### config.mk
export PLATFORM = sky130hd
export DESIGN_NAME = pgr_uart_rx_ovs
export DESIGN_NICKNAME = d
export VERILOG_FILES = /design/src/rtl/pgr_uart_rx_ovs.sv
export SDC_FILE = /design/constraint.sdc
export NUM_CORES = 1
export LEC_CHECK = 0
export CAP_MARGIN = 20
export CORE_UTILIZATION = 30
export CTS_BUF_LIST = sky130_fd_sc_hd__clkbuf_4
export DETAILED_ROUTE_END_ITERATION = 7
export PLACE_DENSITY = 0.47
export SYNTH_ARGS = -nofsm -noshare
export SYNTH_HDL_FRONTEND = slang
export SYNTH_SLANG_ARGS = --single-unit
### constraint.sdc
create_clock -name clk -period 8.4 [get_ports clk]
set_input_delay 1.26 -clock clk [delete_from_list [all_inputs] [get_ports clk]]
set_output_delay 1.26 -clock clk [all_outputs]
set_load 0.01 [all_outputs]
### src/rtl/pgr_uart_rx_ovs.sv
// UART receive engine: internal baud generator, 16x oversampling with a
// 3-sample majority vote, and a first-word-fall-through receive FIFO whose
// entries carry {break, parity error, framing error, data}.
//
// Ports:
//   clk, rst_n          system clock, asynchronous active-low reset
//   rxd_i               asynchronous serial input, idles high
//   rd_data_o           data field of the FIFO head entry (0 when empty)
//   rd_frame_err_o      head entry had a stop-bit error
//   rd_par_err_o        head entry had a parity mismatch
//   rd_break_o          head entry is a break condition
//   rd_valid_o          FIFO non-empty
//   rd_ready_i          consumer accepts the head entry
//   fifo_level_o        number of occupied entries
//   overrun_o           sticky: a word was dropped because the FIFO was full
//   ovr_clr_i           single-cycle pulse clearing overrun_o
//   rx_busy_o           receiver FSM is not idle
module pgr_uart_rx_ovs #(
    parameter int unsigned CLK_HZ     = 50_000_000,
    parameter int unsigned BAUD       = 115200,
    parameter int unsigned OVS        = 16,
    parameter int unsigned DATA_BITS  = 8,
    parameter int unsigned PARITY_EN  = 0,
    parameter int unsigned PARITY_ODD = 0,
    parameter int unsigned STOP_BITS  = 1,
    parameter int unsigned FIFO_DEPTH = 16
) (
    input  logic                            clk,
    input  logic                            rst_n,
    input  logic                            rxd_i,
    output logic [DATA_BITS-1:0]            rd_data_o,
    output logic                            rd_frame_err_o,
    output logic                            rd_par_err_o,
    output logic                            rd_break_o,
    output logic                            rd_valid_o,
    input  logic                            rd_ready_i,
    output logic [$clog2(FIFO_DEPTH):0]     fifo_level_o,
    output logic                            overrun_o,
    input  logic                            ovr_clr_i,
    output logic                            rx_busy_o
);
    localparam int unsigned DIV = (CLK_HZ + (BAUD * OVS) / 2) / (BAUD * OVS);
    localparam int unsigned DW  = (DIV > 1) ? $clog2(DIV) : 1;
    localparam int unsigned AW  = $clog2(FIFO_DEPTH);
    localparam int unsigned LW  = AW + 1;
    localparam int unsigned EW  = DATA_BITS + 3;
    localparam int unsigned BCW = 4;

    typedef enum logic [2:0] {StIdle, StStart, StData, StParity, StStop, StBrkWait} state_e;

    // ---------------- synchroniser and edge detect ----------------
    logic rxd_meta_q, rxs_q, rxs_prev_q;

    always_ff @(posedge clk or negedge rst_n) begin
        if (!rst_n) begin
            rxd_meta_q <= 1'b1;
            rxs_q      <= 1'b1;
            rxs_prev_q <= 1'b1;
        end else begin
            rxd_meta_q <= rxd_i;
            rxs_q      <= rxd_meta_q;
            rxs_prev_q <= rxs_q;
        end
    end

    state_e state_q, state_d;
    logic   start_edge;

    assign start_edge = (state_q == StIdle) && rxs_prev_q && !rxs_q;

    // ---------------- baud tick generator ----------------
    logic [DW-1:0] div_cnt_q, div_cnt_d;
    logic          tick;

    assign tick = (div_cnt_q == DW'(DIV - 1));

    // Reloading on the start edge aligns the sampling phase to the edge.
    always_comb begin
        div_cnt_d = div_cnt_q + DW'(1);
        if (start_edge || tick) div_cnt_d = '0;
    end

    // ---------------- receiver FSM ----------------
    logic [3:0]           s_q, s_d;
    logic [1:0]           smp_q, smp_d;
    logic [BCW-1:0]       bit_cnt_q, bit_cnt_d;
    logic [DATA_BITS-1:0] shift_q, shift_d;
    logic                 par_bit_q, par_bit_d;
    logic                 par_err_q, par_err_d;
    logic                 frame_err_q, frame_err_d;
    logic                 stop0_q, stop0_d;     // every stop bit so far sampled 0
    logic                 stop_cnt_q, stop_cnt_d;
    logic                 maj, par_calc, last_stop, brk, push;
    logic [EW-1:0]        wdata;

    assign maj       = (smp_q[0] & smp_q[1]) | (smp_q[0] & rxs_q) | (smp_q[1] & rxs_q);
    assign par_calc  = (^shift_q) ^ (PARITY_ODD != 0);
    assign last_stop = (stop_cnt_q == 1'(STOP_BITS - 1));
    // par_bit_q is cleared at frame start, so it stays 0 when parity is disabled.
    assign brk       = (shift_q == '0) & stop0_q & ~maj & ~par_bit_q;
    assign wdata     = {brk, par_err_q, frame_err_q | ~maj, shift_q};

    always_comb begin
        state_d     = state_q;
        s_d         = s_q;
        smp_d       = smp_q;
        bit_cnt_d   = bit_cnt_q;
        shift_d     = shift_q;
        par_bit_d   = par_bit_q;
        par_err_d   = par_err_q;
        frame_err_d = frame_err_q;
        stop0_d     = stop0_q;
        stop_cnt_d  = stop_cnt_q;
        push        = 1'b0;

        unique case (state_q)
            StIdle: begin
                if (start_edge) begin
                    state_d     = StStart;
                    s_d         = '0;
                    bit_cnt_d   = '0;
                    stop_cnt_d  = 1'b0;
                    par_bit_d   = 1'b0;
                    par_err_d   = 1'b0;
                    frame_err_d = 1'b0;
                    stop0_d     = 1'b1;
                end
            end
            StBrkWait: begin
                if (rxs_q) state_d = StIdle;
            end
            default: begin
                if (tick) begin
                    s_d = s_q + 4'd1;
                    if (s_q == 4'd7) smp_d[0] = rxs_q;
                    if (s_q == 4'd8) smp_d[1] = rxs_q;
                    // Decision point: third sample is the live rxs_q.
                    if (s_q == 4'd9) begin
                        case (state_q)
                            StStart: begin
                                if (maj) state_d = StIdle;
                            end
                            StData: begin
                                shift_d = {maj, shift_q[DATA_BITS-1:1]};
                            end
                            StParity: begin
                                par_bit_d = maj;
                                par_err_d = maj ^ par_calc;
                            end
                            StStop: begin
                                if (last_stop) begin
                                    // Push mid-bit to leave half a bit for a back-to-back start.
                                    push    = 1'b1;
                                    state_d = brk ? StBrkWait : StIdle;
                                end else begin
                                    frame_err_d = frame_err_q | ~maj;
                                    stop0_d     = stop0_q & ~maj;
                                end
                            end
                            default: ;
                        endcase
                    end
                    if (s_q == 4'd15) begin
                        case (state_q)
                            StStart: state_d = StData;
                            StData: begin
                                if (bit_cnt_q == BCW'(DATA_BITS - 1)) begin
                                    bit_cnt_d = '0;
                                    state_d   = (PARITY_EN != 0) ? StParity : StStop;
                                end else begin
                                    bit_cnt_d = bit_cnt_q + BCW'(1);
                                end
                            end
                            StParity: state_d = StStop;
                            StStop:   stop_cnt_d = stop_cnt_q + 1'b1;
                            default: ;
                        endcase
                    end
                end
            end
        endcase
    end

    always_ff @(posedge clk or negedge rst_n) begin
        if (!rst_n) begin
            state_q     <= StIdle;
            div_cnt_q   <= '0;
            s_q         <= '0;
            smp_q       <= '0;
            bit_cnt_q   <= '0;
            shift_q     <= '0;
            par_bit_q   <= 1'b0;
            par_err_q   <= 1'b0;
            frame_err_q <= 1'b0;
            stop0_q     <= 1'b0;
            stop_cnt_q  <= 1'b0;
        end else begin
            state_q     <= state_d;
            div_cnt_q   <= div_cnt_d;
            s_q         <= s_d;
            smp_q       <= smp_d;
            bit_cnt_q   <= bit_cnt_d;
            shift_q     <= shift_d;
            par_bit_q   <= par_bit_d;
            par_err_q   <= par_err_d;
            frame_err_q <= frame_err_d;
            stop0_q     <= stop0_d;
            stop_cnt_q  <= stop_cnt_d;
        end
    end

    assign rx_busy_o = (state_q != StIdle);

    // ---------------- receive FIFO ----------------
    logic [EW-1:0] mem_q [FIFO_DEPTH];
    logic [AW-1:0] wr_ptr_q, rd_ptr_q;
    logic [LW-1:0] count_q, count_d;
    logic          full, pop, push_ok, overrun_q, overrun_d;
    logic [EW-1:0] head;

    assign full    = (count_q == LW'(FIFO_DEPTH));
    assign pop     = rd_valid_o && rd_ready_i;
    assign push_ok = push && (!full || pop);

    always_comb begin
        count_d = count_q;
        if (push_ok && !pop) begin
            count_d = count_q + LW'(1);
        end else if (!push_ok && pop) begin
            count_d = count_q - LW'(1);
        end
    end

    // Set wins over clear when both happen in the same cycle.
    always_comb begin
        overrun_d = overrun_q;
        if (ovr_clr_i) overrun_d = 1'b0;
        if (push && full && !pop) overrun_d = 1'b1;
    end

    always_ff @(posedge clk) begin
        if (push_ok) mem_q[wr_ptr_q] <= wdata;
    end

    always_ff @(posedge clk or negedge rst_n) begin
        if (!rst_n) begin
            wr_ptr_q  <= '0;
            rd_ptr_q  <= '0;
            count_q   <= '0;
            overrun_q <= 1'b0;
        end else begin
            if (push_ok) wr_ptr_q <= wr_ptr_q + AW'(1);
            if (pop)     rd_ptr_q <= rd_ptr_q + AW'(1);
            count_q   <= count_d;
            overrun_q <= overrun_d;
        end
    end

    assign rd_valid_o   = (count_q != '0);
    assign head         = rd_valid_o ? mem_q[rd_ptr_q] : '0;
    assign rd_data_o    = head[DATA_BITS-1:0];
    assign rd_frame_err_o = head[DATA_BITS];
    assign rd_par_err_o = head[DATA_BITS+1];
    assign rd_break_o   = head[DATA_BITS+2];
    assign fifo_level_o = count_q;
    assign overrun_o    = overrun_q;

endmodule
==> results.sh, run 1 <==
export IMPL_cts_buffers=58
export IMPL_path_max_fanout=33
export IMPL_globalRoute_totalOverflow=0
export IMPL_synth_area_per_cell_um2=17.58
export IMPL_grt_pass1_vias=5469
export IMPL_h_tree_depth=2
export IMPL_period_needed_ns=5.025
export IMPL_first_pass_iters=6
export IMPL_register_area_um2=6492
export IMPL_p_total_mw=2.674
export IMPL_end_kind="primary output"
export IMPL_clock_root_buffer="clkbuf_4"
export IMPL_ioPinCount=24
export IMPL_area_growth_pct=14.91
export IMPL_critPathKind="reg -> out"
export IMPL_synth_ff_type="edfxtp_1"
export IMPL_dp_hpwl_mm=12.20
export IMPL_synth_seq_cells=224
export IMPL_leakage_nw=4.014
export IMPL_drive_above_1_share_pct=25.86
export IMPL_cts_tree="built"
export IMPL_cts_setup_buffers=0
export IMPL_syn_area_um2=9423
export IMPL_setup_viol=0
export IMPL_status="finished with violations"
export IMPL_postCtsHoldBufs=0
export IMPL_grt_antenna_before_repair=1
export IMPL_cp_arrival_ns=3.76
export IMPL_wl_met3_mm=1.194
export IMPL_finClkSkew_ns=0.05499
export IMPL_top_layer="met4"
export IMPL_drv_cap=0
export IMPL_multi_input_area_um2=2765
export IMPL_clk_latency_ns=0.71
export IMPL_grt_max_degree=49
export IMPL_failed_checks="DRC"
export IMPL_place_area_um2=10090
export IMPL_seq_area_frac_synth_pct=68.88
export IMPL_maxSlewHeadroom_pct=35.23
export IMPL_ir_drop_v=0.0001393
export IMPL_fp_coreArea_um2=30750
export IMPL_holdWs_ns=0.3581
export IMPL_finalMaxSlewViolations=0
export IMPL_yosys_warnings=0
export IMPL_syn_nets=561
export IMPL_final_cells=1040
export IMPL_routed_wl_met2_mm=10.32
export IMPL_nFillCells=2973
export IMPL_routedWlPerCell_um=20.38
export IMPL_ant_nets=0
export IMPL_nets=627
export IMPL_async_flop_share_pct=21.43
export IMPL_p_per_area_nw_per_um2=246.9
export IMPL_critical_path_required_ns=7.14
export IMPL_synth_edf_count=176
export IMPL_startpoint_type="register"
export IMPL_drt_iter0_drc=276
export IMPL_vias=5033
export IMPL_tightest_slew_ns=0.9705
export IMPL_fin_crit_sh_pct=59.82
export IMPL_die_area_um2=32120
export IMPL_clock_path_buffers=3
export IMPL_wirelength_mm=21.20
export IMPL_fp_dieW_um=179.2
export IMPL_syn_inst=536
export IMPL_start_util_pct=30.64
export IMPL_portBuffers=23
export IMPL_grt_pass1_wl_mm=32.53
export IMPL_final_area_um2=10830
export IMPL_gp_congestion=0.7284
export IMPL_drc=2
export IMPL_detail_route_vias_per_cell=4.839
export IMPL_clkTransAtPathRegs_ns=0.07
export IMPL_ctsResizeCount=0
export IMPL_finalHoldViolCount=0
export IMPL_drt_met1_wl_mm=9.214
export IMPL_rsz0062_at_grt="false"
export IMPL_row_count=64
export IMPL_grt_use_total_pct=14.07
export IMPL_finalSetupTns_ns=0
export IMPL_clkSinkCount=224
export IMPL_dieHeight_um=179.2
export IMPL_hold_path_class="reg -> reg"
export IMPL_max_freq_mhz=199.0
export IMPL_post_place_cells=937
export IMPL_ys_types=54
==> power by group <==
group / switching (mW) / leakage, nW / internal, mW
registers: 0.0982 / 2.53 / 1.23
clock network: 0.440 / 0.418 / 0.460
logic: 0.213 / 1.07 / 0.234
total: 0.751 / 4.01 / 1.92
==> state kept, by name, summed over array words and instances (netlist names), 2 cells and up <==
signal,flops
rd_ptr_q,4
s_q,4
div_cnt_q,5
fifo_level_o,5
mem_q,176
state_q,3
wr_ptr_q,4
bit_cnt_q,4
shift_q,8
smp_q,2
==> area by class of cell <==
class	instances	area share, %
Tap cell	396	4.576
Multi-Input combinational cell	267	25.54
Sequential cell	224	59.96
Timing Repair Buffer	27	2.542
Clock buffer	85	5.893
Inverter	24	0.8320
Clock inverter	15	0.6124
Antenna cell	2	0.04622
==> stage by stage <==
step	worst slack, ns	util (%)
after floorplan	5.108	-
after global placement	3.961	32.82
after detailed placement	3.954	32.82
after CTS	3.192	35.11
after global routing	3.053	35.21
final	3.375	35.21
==> cell usage in the layout (no fill, tap or decap), types with 3 or more instances in the layout <==
cell / instances
mux2_2: 3
clkbuf_4: 85
nand3_1: 11
nor2_1: 15
dfrtp_1: 43
inv_1: 24
nand4b_1: 4
xor2_1: 8
nand4_1: 4
nor3b_4: 5
ha_1: 19
nor2b_1: 3
clkdlybuf4s50_1: 22
and3b_1: 3
nand2_1: 28
dfstp_2: 3
a31oi_1: 4
xnor2_1: 12
edfxtp_1: 176
and2_1: 25
a21oi_1: 4
clkinv_1: 12
mux4_2: 55
nand2b_1: 4
buf_4: 3
o31ai_1: 3
nor3b_1: 3
o21ai_0: 22
==> synthesized netlist by cell type (7+ instances only) <==
master      n  share of area [%]
nand3_1    11               0.58
nor2_1     15               0.60
nor3b_1     7               0.56
edfxtp_1  176                 56
ha_1       19                2.5
and2_1     25                1.7
inv_1      24               0.96
nand2_1    28                1.1
xor2_1      8               0.74
o21ai_0    22                1.2
mux4_2     55                 13
xnor2_1    12                1.1
dfrtp_1    45                 12
==> cells by family after synthesis <==
kind of cell	synth area share (%)
AO/OA/AOI/OAI	3.253
XOR/XNOR	1.859
adder cells (fa/ha/maj)	2.842
buffers and inverters	2.257
flip-flops	68.88
multiplexers	13.50
AND/OR/NAND/NOR	7.409
==> layer usage <==
metal	GRT usage (%)	vias to the layer above
met5	0	-
met4	5.427	0
met1	18.22	2582
li1	-	2262
met2	22.96	137
met3	3.096	52
==> critical path, stage by stage (launching register included) <==
cell and delay, ns:
dfrtp_2 0.68, buf_4 0.63, mux4_2 0.59, mux4_2 0.46, and2_1 0.20, clkdlybuf4s50_1 0.49
==> final timing paths <==
kind,from,to,slack [ns],depth (start not counted)
worst min-delay path,rxd_meta_q,rxs_q,0.36,0
max in group asynchronous,rst_n,rd_ptr_q[1],7.25,2
worst max-delay path,rd_ptr_q[0],rd_data_o[2],3.38,5
min in group asynchronous,rst_n,fifo_level_o[3],0.69,2
worst max register to register,fifo_level_o[1],fifo_level_o[4],4.67,12
worst min register to register,rxd_meta_q,rxs_q,0.36,0
(Power assumes the default switching activity.)
==> run 2: changes to the inputs <==
--- a/config.mk
+++ b/config.mk
@@ -9,7 +9,7 @@
 export CORE_UTILIZATION = 30
 export CTS_BUF_LIST = sky130_fd_sc_hd__clkbuf_4
 export DETAILED_ROUTE_END_ITERATION = 7
-export PLACE_DENSITY = 0.47
+export PLACE_DENSITY = 0.48
 export SYNTH_ARGS = -nofsm -noshare
 export SYNTH_HDL_FRONTEND = slang
 export SYNTH_SLANG_ARGS = --single-unit
==> constraint.sdc (replaced) <==
create_clock -name clk -period 4 [get_ports clk]
set_input_delay 0.6 -clock clk [delete_from_list [all_inputs] [get_ports clk]]
set_output_delay 0.6 -clock clk [all_outputs]
set_load 0.01 [all_outputs]
==> run 2 against run 1 <==
Compared with the run above: the flow still finishes with violations (DRC); first-iteration DRC count rose by 24%; clock skew rose by 0.0068 ns; count of clock-buffer cells in the layout rose by 2; sequential share of layout area fell by 0.69 points; hold slack got worse by 0.014 ns; combinational power rose by 130%; largest power group unchanged.
==> results.sh, run 2 (synthesis gave the netlist of run 1 again) <==
export IMPL_status="finished with violations"
export IMPL_failed_checks="DRC"
export IMPL_grt_max_degree=49
export IMPL_slowest_delay_ns=0.55
export IMPL_comb_power_share_pct=18.1
export IMPL_post_place_cells=952
export IMPL_die_area_um2=32120
export IMPL_fp_dieW_um=179.2
export IMPL_cts_setup_buffers=0
export IMPL_wirelength_mm=20.48
export IMPL_drv_cap=0
export IMPL_clkTransAtPathRegs_ns=0.07
export IMPL_regMostFlops="mem_q"
export IMPL_rr_worst_depth=13
export IMPL_path_max_fanout=43
export IMPL_layout_common_cells="edfxtp_1, clkbuf_4, mux4_2"
export IMPL_grt_antenna_before_repair=1
export IMPL_largest_reg_flops=176
export IMPL_area_growth_pct=16.25
export IMPL_p_int_mw=4.081
export IMPL_clk_latency_ns=0.71
export IMPL_grtUsageMet1_pct=16.34
export IMPL_power_frac_seq_pct=48.0
export IMPL_p_total_mw=5.659
export IMPL_clkSinkCount=224
export IMPL_start_util_pct=30.64
export IMPL_setup_ws_ns=0.1760
export IMPL_utilization_pct=35.62
export IMPL_detail_route_vias_per_cell=4.747
export IMPL_final_area_um2=10950
export IMPL_globalRoute_totalOverflow=0
export IMPL_grt_pass1_wl_mm=31.51
export IMPL_portBuffers=23
export IMPL_ioPinCount=24
export IMPL_fp_coreArea_um2=30750
export IMPL_ant_nets=0
export IMPL_slowest_stage="mux4_2"
export IMPL_clock_root_buffer="clkbuf_4"
export IMPL_cp_arrival_ns=3.22
export IMPL_met3_usage_pct=3.372
export IMPL_gp_congestion=0.7530
export IMPL_leakage_nw=4.116
export IMPL_place_ws_ns=0.5542
export IMPL_rsz0062_at_grt="false"
export IMPL_hold_path_class="in -> reg"
export IMPL_maxSlewHeadroom_pct=42.06
export IMPL_dieHeight_um=179.2
export IMPL_dp_hpwl_mm=11.93
export IMPL_critPathMostFrequentCell="mux4_2"
export IMPL_vias=5037
export IMPL_max_freq_mhz=261.5
export IMPL_drc=2
export IMPL_startpoint_type="register"
export IMPL_gr_usage_met2_pct=23.28
export IMPL_holdWs_ns=0.3442
export IMPL_cts_tree="built"
export IMPL_register_area_um2=6492
export IMPL_crit_chain="buf_12, mux4_2, mux4_2, and2_1, clkdlybuf4s50_1"
export IMPL_grt_pass1_vias=5401
export IMPL_ir_drop_v=0.0003865
export IMPL_layout_commonest_cell="edfxtp_1"
export IMPL_place_area_um2=10200
export IMPL_cts_buffers=59
export IMPL_drive_above_1_share_pct=27.60
export IMPL_row_count=64
export IMPL_drt_iter0_drc=341
export IMPL_finalMaxSlewViolations=0
export IMPL_switchingPower_mw=1.578
export IMPL_h_tree_depth=2
export IMPL_period_needed_ns=3.824
export IMPL_grt_busiest_layer="met2"
export IMPL_p_per_area_nw_per_um2=516.6
export IMPL_p_clk_share_pct=33.9
export IMPL_nets=643
export IMPL_nFillCells=2951
export IMPL_reg_top3="mem_q x176, shift_q x8"
export IMPL_critPathKind="reg -> out"
export IMPL_finClkSkew_ns=0.06181
export IMPL_setup_viol=0
export IMPL_holdPathStages=1
export IMPL_first_pass_iters=6
export IMPL_end_kind="primary output"
export IMPL_finalSetupTns_ns=0
export IMPL_multi_input_area_um2=2740
export IMPL_finalHoldViolCount=0
export IMPL_swShare_pct=27.88
export IMPL_critical_path_required_ns=3.40
export IMPL_tightest_slew_ns=0.8691
export IMPL_routedWlPerCell_um=19.30
export IMPL_fin_crit_sh_pct=95.60
export IMPL_grt_use_total_pct=13.46
export IMPL_clock_path_buffers=3
export IMPL_final_cells=1061
run 2: cell count changes in the layout (fill, tap and decap cells not counted):
cell and delta:
clkinv_1 +3, clkinvlp_4 -1, inv_6 +1, buf_16 -1, inv_2 +1, clkbuf_4 +2
buf_12 +2, nor3b_4 -4, dlygate4sd3_1 +1, buf_4 +13, nor3b_2 +4
run 2: timing repair:
| item | 4_1_cts | 5_1_grt |
|---|---|---|
| resized for setup | 0 | 0 |
| hold endpoints to repair | 4 | 0 |
| hold buffers | 1 | 0 |
run 2: final cells by class:
type / instances / share of cell area [%]
Sequential cell: 224 / 59.27
Multi-Input combinational cell: 267 / 25.01
Clock buffer: 87 / 5.962
Tap cell: 396 / 4.523
Timing Repair Buffer: 42 / 3.609
Inverter: 24 / 0.8224
Clock inverter: 19 / 0.7539
Antenna cell: 2 / 0.04569
run 2: per-layer routing:
metal | vias to the layer above | wire length (µm)
li1 | 2303 | -
met4 | 0 | 336
met2 | 125 | 10450
met3 | 31 | 1095
met1 | 2578 | 8603
met5 | - | 0
run 2: path summary, 6_finish.rpt:
kind,startpoint,end,slack [ns]
worst max register to register,s_q[1],fifo_level_o[4],0.66
worst min register to register,rxd_meta_q,rxs_q,0.36
min in group asynchronous,rst_n,div_cnt_q[0],0.57
worst min-delay path,rxd_i,rxd_meta_q,0.34
max in group asynchronous,rst_n,rd_ptr_q[0],2.98
worst max-delay path,rd_ptr_q[0],rd_data_o[4],0.18
run 2: critical path, delay by kind of cell, from the launching register on:
family                 cells  cell delay (ns)
buffers and inverters      2             0.83
AND/OR/NAND/NOR            1             0.20
multiplexers               2             1.02
flip-flops                 1             0.45
run 2: power groups by stage:
stage | Combinational [mW] | Clock [mW] | Sequential, mW
after floorplan | 0.773 | 0 | 2.71
after global placement | 1.04 | 0 | 2.76
after detailed placement | 1.05 | 0 | 2.77
after CTS | 1.06 | 2.00 | 2.72
after global routing | 1.13 | 2.11 | 2.74
final | 1.03 | 1.92 | 2.72
==> run 3: changes to the inputs <==
--- a/config.mk
+++ b/config.mk
@@ -8,6 +8,7 @@
 export CAP_MARGIN = 20
 export CORE_UTILIZATION = 30
 export CTS_BUF_LIST = sky130_fd_sc_hd__clkbuf_4
+export CTS_CLUSTER_SIZE = 16
 export DETAILED_ROUTE_END_ITERATION = 7
 export PLACE_DENSITY = 0.48
 export SYNTH_ARGS = -nofsm -noshare
==> run 3 against run 2 <==
Compared with the run above: the flow still finishes with violations (DRC); clock skew shrank 0.0047 ns; cell area is essentially flat; via count grew 0.52%; non-clock buffer count is the same; first-iteration DRC count grew 16%; final cell count is the same; die area is the same; global-route usage is the same; sequential power is essentially flat; combinational power is essentially flat; critical path depth is the same; core utilization is essentially flat.
==> results.sh, run 3 (synthesis gave the netlist of run 1 again) <==
export IMPL_drc=2
export IMPL_cts_buffers=59
export IMPL_cts_setup_buffers=0
export IMPL_vias=5063
export IMPL_p_int_mw=4.071
export IMPL_grt_use_total_pct=13.46
export IMPL_failed_checks="DRC"
export IMPL_regToRegStartpoint="s_q[1]"
export IMPL_clk_latency_ns=0.71
export IMPL_critical_path_required_ns=3.40
export IMPL_nFillCells=2950
export IMPL_swShare_pct=28.01
export IMPL_period_needed_ns=3.831
export IMPL_drive_above_1_share_pct=27.45
export IMPL_nets=643
export IMPL_hold_path_class="in -> reg"
export IMPL_switchingPower_mw=1.584
export IMPL_critPathKind="reg -> out"
export IMPL_regMostFlops="mem_q"
export IMPL_cts_tree="built"
export IMPL_tightest_slew_ns=0.8489
export IMPL_row_count=64
export IMPL_path_max_fanout=43
export IMPL_grt_max_degree=49
export IMPL_fin_crit_sh_pct=95.78
export IMPL_first_pass_iters=7
export IMPL_reg2reg_to="fifo_level_o[4]"
export IMPL_power_frac_seq_pct=48.0
export IMPL_path_buf_inv=2
export IMPL_clkSinkCount=224
export IMPL_slowest_delay_ns=0.57
export IMPL_layout_commonest_cell="edfxtp_1"
export IMPL_status="finished with violations"
export IMPL_routedWlPerCell_um=19.40
export IMPL_reg_top3="mem_q x176, shift_q x8"
export IMPL_clkTransAtPathRegs_ns=0.07
export IMPL_maxSlewHeadroom_pct=43.40
export IMPL_ctsResizeCount=0
export IMPL_grt_pass1_vias=5413
export IMPL_drv_cap=0
export IMPL_detail_route_vias_per_cell=4.772
export IMPL_critPathMostFrequentCell="mux4_2"
export IMPL_comb_power_share_pct=18.1
export IMPL_rsz0062_at_grt="false"
export IMPL_drt_iter0_drc=395
export IMPL_p_per_area_nw_per_um2=516.4
export IMPL_postCtsHoldBufs=1
export IMPL_max_freq_mhz=261.0
export IMPL_largest_reg_flops=176
export IMPL_finalMaxSlewViolations=0
export IMPL_final_area_um2=10950
export IMPL_gp_congestion=0.7530
export IMPL_dieHeight_um=179.2
export IMPL_crit_end="rd_data_o[6]"
export IMPL_p_clk_share_pct=33.8
export IMPL_globalRoute_totalOverflow=0
export IMPL_startpoint_type="register"
export IMPL_clock_root_buffer="clkbuf_4"
export IMPL_grt_antenna_before_repair=1
export IMPL_final_cells=1061
export IMPL_layout_common_cells="edfxtp_1, clkbuf_4, mux4_2"
export IMPL_cp_arrival_ns=3.23
export IMPL_clock_path_buffers=3
export IMPL_end_kind="primary output"
export IMPL_setup_viol=0
export IMPL_dp_hpwl_mm=11.93
export IMPL_leakage_nw=4.113
export IMPL_critPathLaunch="rd_ptr_q[0]"
export IMPL_reg2reg_slack_ns=0.69
export IMPL_finClkSkew_ns=0.05708
export IMPL_place_area_um2=10200
export IMPL_ioPinCount=24
export IMPL_rr_worst_depth=13
export IMPL_grt_pass1_wl_mm=31.52
export IMPL_holdWs_ns=0.3288
export IMPL_h_tree_depth=2
export IMPL_critPathTopFamily="multiplexers"
export IMPL_finalHoldViolCount=0
export IMPL_wirelength_mm=20.59
export IMPL_fp_dieW_um=179.2
export IMPL_die_area_um2=32120
export IMPL_path_depth=5
export IMPL_ant_nets=0
export IMPL_ir_drop_v=0.0003877
export IMPL_finalSetupTns_ns=0
export IMPL_post_place_cells=952
export IMPL_slowest_stage="mux4_2"
export IMPL_fp_coreArea_um2=30750
export IMPL_portBuffers=23
export IMPL_crit_chain="buf_12, mux4_2, mux4_2, and2_1, clkdlybuf4s50_1"
export IMPL_start_util_pct=30.64
export IMPL_area_growth_pct=16.21
==> run 3: changes by cell type in the layout (fill, tap and decap cells not counted) <==
cell / previous run / this run
clkinv_1: 15 / 16
clkbuf_4: 87 / 86
==> run 3: final cells by class <==
| cell class | instances | area (µm²) | area share, % |
|---|---|---|---|
| Clock inverter | 20 | 86.33 | 0.7884 |
| Multi-Input combinational cell | 267 | 2740 | 25.02 |
| Sequential cell | 224 | 6492 | 59.29 |
| Tap cell | 396 | 495.5 | 4.525 |
| Timing Repair Buffer | 42 | 395.4 | 3.611 |
| Antenna cell | 2 | 5.005 | 0.04570 |
| Clock buffer | 86 | 645.6 | 5.896 |
| Inverter | 24 | 90.09 | 0.8227 |
==> run 3: through the flow <==
step | util (%) | worst slack, ns | total power [mW]
finish | 35.61 | 0.1687 | 5.655
global route | 35.61 | 0.006163 | 5.971
global placement | 33.18 | 0.6371 | 3.794
CTS | 35.60 | 0.06356 | 5.767
detailed placement | 33.18 | 0.5542 | 3.818
floorplan | - | 1.071 | 3.485
==> run 3: layer usage <==
layer / track usage (%) / part of all wire [%] / wire, µm / up-vias
met2: 23.28 / 51 / 10440 / 137
met4: 4.482 / 1.8 / 379 / 0
li1: - / - / - / 2302
met5: 0 / 0 / 0 / -
met1: 16.35 / 42 / 8567 / 2589
met3: 3.308 / 5.8 / 1197 / 35
==> run 3: power groups by stage <==
stage / clock network, mW / registers [mW] / logic, mW
after detailed placement: 0 / 2.77 / 1.05
final: 1.91 / 2.72 / 1.03
after global placement: 0 / 2.76 / 1.04
after CTS: 1.99 / 2.72 / 1.06
after floorplan: 0 / 2.71 / 0.773
after global routing: 2.10 / 2.73 / 1.13
==> run 3: worst min path at each step <==
stage | startpoint | to | cells after the start
floorplan | rst_n | bit_cnt_q[0] | 0
global placement | rxd_meta_q | rxs_q | 0
detailed placement | rxd_meta_q | rxs_q | 0
CTS | rxd_i | rxd_meta_q | 1
global route | rxd_i | rxd_meta_q | 1
finish | rxd_i | rxd_meta_q | 1
